===== config.mk =====
export PLATFORM = sky130hd
export DESIGN_NAME = sm4_round_key_store
export DESIGN_NICKNAME = d
export VERILOG_FILES = /design/src/rtl/sm4_round_key_store.sv
export SDC_FILE = /design/constraint.sdc
export NUM_CORES = 2
export LEC_CHECK = 0
export ABC_AREA = 1
export ABC_CLOCK_PERIOD_IN_PS = 45600
export BUFFER_PORTS_ARGS = -buffer_cell sky130_fd_sc_hd__clkbuf_2
export CAP_MARGIN = 10
export CORE_MARGIN = 1
export CORE_UTILIZATION = 23
export CTS_BUF_LIST = sky130_fd_sc_hd__clkbuf_4 sky130_fd_sc_hd__clkbuf_8
export DETAILED_ROUTE_END_ITERATION = 8
export GPL_ROUTABILITY_DRIVEN = 0
export PLACE_DENSITY = 0.43
export SKIP_CTS_REPAIR_TIMING = 1
export SYNTH_ARGS = -nofsm -noshare
export SYNTH_HDL_FRONTEND = slang
export SYNTH_SLANG_ARGS = --single-unit

===== constraint.sdc =====
create_clock -name clk_i -period 45.6 [get_ports clk_i]
set_clock_uncertainty 0.05 [all_clocks]
set_input_delay 4.56 -clock clk_i [delete_from_list [all_inputs] [get_ports clk_i]]
set_output_delay 4.56 -clock clk_i [all_outputs]
set_load 0.005 [all_outputs]

===== src/rtl/sm4_round_key_store.sv =====
// Round-key store for an SM4 core: loads a full key schedule once, then streams it
// forward (encrypt) or reversed (decrypt) any number of times under a valid/yumi handshake.
module sm4_round_key_store #(
  parameter int width_p  = 32,
  parameter int rounds_p = 32
) (
  input  logic                        clk_i,
  input  logic                        reset_i,
  input  logic                        rk_v_i,
  input  logic [width_p-1:0]          rk_i,
  output logic                        rk_ready_o,
  input  logic                        start_i,
  input  logic                        decrypt_i,
  input  logic                        clear_i,
  output logic                        v_o,
  output logic [width_p-1:0]          rk_o,
  output logic [$clog2(rounds_p)-1:0] round_o,
  input  logic                        yumi_i,
  output logic                        loaded_o,
  output logic                        done_o
);

  localparam int cnt_w = $clog2(rounds_p);
  localparam logic [cnt_w-1:0] last_c = cnt_w'(rounds_p - 1);
  localparam logic [cnt_w-1:0] one_c  = cnt_w'(1);

  typedef enum logic [1:0] {
    S_LOAD,
    S_READY,
    S_STREAM
  } state_t;

  state_t r_state;
  state_t w_state_next;

  logic [width_p-1:0] r_mem [rounds_p];
  logic [cnt_w-1:0]   r_wcnt;
  logic [cnt_w-1:0]   r_rptr;
  logic [cnt_w-1:0]   r_round;
  logic               r_decrypt;
  logic               r_done;

  logic w_wr;
  logic w_start;
  logic w_take;
  logic w_last;
  logic w_load_full;

  // Handshakes only count in the state that honours them; clear_i masks everything.
  assign w_wr        = (r_state == S_LOAD) && rk_v_i && !clear_i;
  assign w_start     = (r_state == S_READY) && start_i && !clear_i;
  assign w_take      = (r_state == S_STREAM) && yumi_i && !clear_i;
  assign w_last      = w_take && (r_round == last_c);
  assign w_load_full = w_wr && (r_wcnt == last_c);

  always_ff @(posedge clk_i or posedge reset_i) begin
    if (reset_i) begin
      r_state <= S_LOAD;
    end else begin
      r_state <= w_state_next;
    end
  end

  always_comb begin
    w_state_next = r_state;
    rk_ready_o   = 1'b0;
    loaded_o     = 1'b0;
    v_o          = 1'b0;
    unique case (r_state)
      S_LOAD: begin
        rk_ready_o = 1'b1;
        if (w_load_full) w_state_next = S_READY;
      end
      S_READY: begin
        loaded_o = 1'b1;
        if (w_start) w_state_next = S_STREAM;
      end
      S_STREAM: begin
        v_o = 1'b1;
        if (w_last) w_state_next = S_READY;
      end
      default: w_state_next = S_LOAD;
    endcase
    if (clear_i) w_state_next = S_LOAD;
  end

  always_ff @(posedge clk_i or posedge reset_i) begin
    if (reset_i) begin
      for (int i = 0; i < rounds_p; i++) r_mem[i] <= '0;
    end else if (w_wr) begin
      r_mem[r_wcnt] <= rk_i;
    end
  end

  // Counters are power-of-two wide, so the last write and last yumi wrap them to 0.
  always_ff @(posedge clk_i or posedge reset_i) begin
    if (reset_i) begin
      r_wcnt    <= '0;
      r_rptr    <= '0;
      r_round   <= '0;
      r_decrypt <= 1'b0;
      r_done    <= 1'b0;
    end else if (clear_i) begin
      r_wcnt    <= '0;
      r_rptr    <= '0;
      r_round   <= '0;
      r_decrypt <= 1'b0;
      r_done    <= 1'b0;
    end else begin
      r_done <= w_last;
      if (w_wr) r_wcnt <= r_wcnt + one_c;
      if (w_start) begin
        r_decrypt <= decrypt_i;
        r_rptr    <= decrypt_i ? last_c : '0;
        r_round   <= '0;
      end else if (w_take) begin
        r_rptr  <= r_decrypt ? (r_rptr - one_c) : (r_rptr + one_c);
        r_round <= r_round + one_c;
      end
    end
  end

  assign rk_o    = v_o ? r_mem[r_rptr] : '0;
  assign round_o = v_o ? r_round : '0;
  assign done_o  = r_done;

endmodule


==> flow_summary.ini <==
[run_status]
status = finished, final reports clean

[synthesis]
synth_area_sq_um = 47900
seq_area_frac_synth_pct = 54.5
syn_area_per_cell_sq_um = 7.94
synthArstFlopShare_pct = 100
syn_nets = 6084
synthDistinctLibCells = 35
synth_cells = 6034
synthFlopType = dfrtp_1
synth_warnings = 0
synth-edff-count = 0
synth-seq-cells = 1043

[worst_setup_path]
arrival_ps = 5220
path_cells = inv_8, buf_4, buf_4, a21oi_1, o21ai_0, a21oi_1, nor2_1, nor2_1, nor2_1, clkbuf_2
crit_start = r_rptr[1]
critical_path_class = reg -> out
crit_required_ps = 40990
r2r_cells = 6
r2r_end = r_rptr[1]
critPathSlowestCell = buf_4
crit_family = buffers and inverters
critPathBufInv = 4
cpMostUsedCell = nor2_1
reg2reg_setup_slack_ps = 42090
crit_fanout = 108
reg2reg_from = r_rptr[0]
endpoint_kind = primary output
max_stage_delay_ps = 800
cp-start-kind = register

[clocking]
clk_pin_slew_ps = 60
numCtsBuffers = 189
worstSkewPairLatency_ps = 930
cts-root-buf = clkbuf_8
cts_max_level = 4
cts_tree = built
clock_path_buffers = 3
clock_sinks = 1043

[sta]
slew_violations = 0
final.setup.tns_ps = 0
layout_min_cycle_time_ps = 9830
finalCritPeriodShare_pct = 21.6
relSlewSlack_pct = 10.4
worstMarginPinSlew_ps = 1340
final-setup-viol-count = 0
hold_viol = 0
fin_ws_ps = 35770
fmax_mhz = 102
rsz0062_at_grt = no

[global_routing]
grt_usage_pct = 17.0
antenna_found_initial = 10
grt_pass1_vias = 39600
grt_max_degree = 188
grt-ovfl-total = 0
grt_first_pass_wirelength_um = 269000

[drt]
drt_wl_total_um = 180000
route.detailed.drc = 0
vias_per_cell = 4.63
drtPass1Iterations = 6
antenna_left = 0
wire_per_inst_um = 20.4
drtIter0Drc = 3745
vias = 40700

[layout]
final_nets = 5915
fillers = 22700
fin_util_pct = 26.3
syn_to_final_growth_pct = 13.6
stdcell_count = 8804
drive_above_1_share_pct = 9.18

[floorplanning]
rows = 167
die_h_um = 458
die_w_um = 458
ioPinCount = 80
initial_core_util_pct = 23.1
core_area_sq_um = 207000
dieArea_sq_um = 210000

[power_and_ir_drop]
ir_drop_mv = 0.0245
leakagePower_nw = 24.6
powerDensity_nw_per_um2 = 42.9

[worst_hold_path]
min_delay_path_depth = 2
holdCritStartpoint = r_mem[648]
min_to = r_mem[648]
hold_class = reg -> reg

[place]
hpwl_um = 90800
portBuffers = 79
place_ws_ps = 36520
dpl.cell_count = 8462

[job]
cap_violations = 0
registers in the layout, summed over array words and instances (netlist names):
name,flops
r_wcnt,5
r_round,5
done_o,1
r_state,2
r_decrypt,1
r_rptr,5
r_mem,1024
cell usage in the layout, fill, tap and decap left out, types with 2 or more instances in the layout:
cell	n
nand4_4	8
inv_2	2
dfrtp_4	4
buf_4	71
inv_1	104
nand2_1	2146
nor2_8	8
clkinvlp_4	4
dfrtp_1	1038
nor3_4	3
nor2_4	2
o21ai_0	751
clkbuf_2	79
clkbuf_8	232
buf_12	3
diode_2	3
o21ai_1	197
clkbuf_4	81
clkinv_2	16
a22oi_1	2
inv_8	5
nand3_1	704
nor3_2	3
inv_4	3
a21oi_1	223
inv_6	5
ha_1	10
xnor2_1	2
nand2_4	19
nor3_1	3
nor2_1	274
final cells by class:
cell class,count,area [sq um],share of cell area (%)
clock inverters,26,179,0.329
clock buffers,313,3800,6.99
inverters,114,464,0.853
repair buffers,153,988,1.82
diodes,3,7.51,0.0138
flip-flops and latches,1043,26100,48.0
multi-input cells,4364,19400,35.6
well taps,2788,3490,6.41
tightest hold or removal path, stage by stage (launching register included):
cell     delay, ps
dfrtp_1        340
nand2_1         50
o21ai_0         60
metrics by stage:
stage,hold WS (ps),area (sq um),total power [mW]
2_1_floorplan,398,47900,1.28
3_3_place_gp,412,50400,1.41
3_5_place_dp,418,50400,1.41
4_1_cts,433,54400,2.37
5_1_grt,448,54400,2.46
6_report,431,54400,2.34
synthesized netlist by cell type, types with 2 or more instances:
cell type,instances,area (sq um)
nor2_8,8,160
buf_2,76,380
buf_6,7,78.8
nor3_4,3,48.8
o21ai_1,197,986
buf_1,46,173
nand2_2,18,113
a21oi_1,223,1120
inv_4,2,12.5
nor3_1,3,15.0
clkbuf_2,2,10.0
o21ai_0,751,3760
buf_4,6,45.0
nor3_2,3,30.0
inv_2,5,18.8
nand4_4,8,170
inv_1,107,402
ha_1,10,125
dfrtp_1,1043,26100
nand3_1,704,3520
clkbuf_1,376,1410
nand2_1,2146,8060
nand2_4,2,22.5
nor2_1,275,1030
xnor2_1,2,17.5
a22oi_1,2,15.0
cells by family (layout without fill, tap and decap cells):
group           count (synthesis)  in the layout  synth area share [%]
compound gates               1175           1175                  12.3
fa+ha+maj                      11             11                 0.303
buf+inv                       627            606                  5.28
simple gates                 3175           3175                  27.6
xor+xnor                        3              3                0.0549
other cells                     0              3                     0
flops                        1043           1043                  54.5
per-layer routing:
layer / global-route usage, % / up-vias / routed length (um)
met1: 24.2 / 20100 / 86800
met4: 4.87 / 2 / 4470
li1: - / 19300 / -
met3: 2.41 / 259 / 8560
met2: 26.6 / 1038 / 79800
met5: 0 / - / 13
report_power, final:
part / internal (mW) / total [mW] / switching [mW]
clock network: 0.524 / 0.943 / 0.419
logic: 0.102 / 0.373 / 0.271
registers: 0.984 / 1.02 / 0.0354
how the worst max path moves through the flow:
stage	cells past startpoint	end	slack, ps
2_1_floorplan	1	done_o	11630
3_3_place_gp	6	r_mem[660]	36520
3_5_place_dp	6	r_mem[660]	36520
4_1_cts	10	rk_o[25]	35660
5_1_grt	10	rk_o[25]	35570
6_report	10	rk_o[25]	35770
No activity file was read; power rests on OpenSTA's default activity.
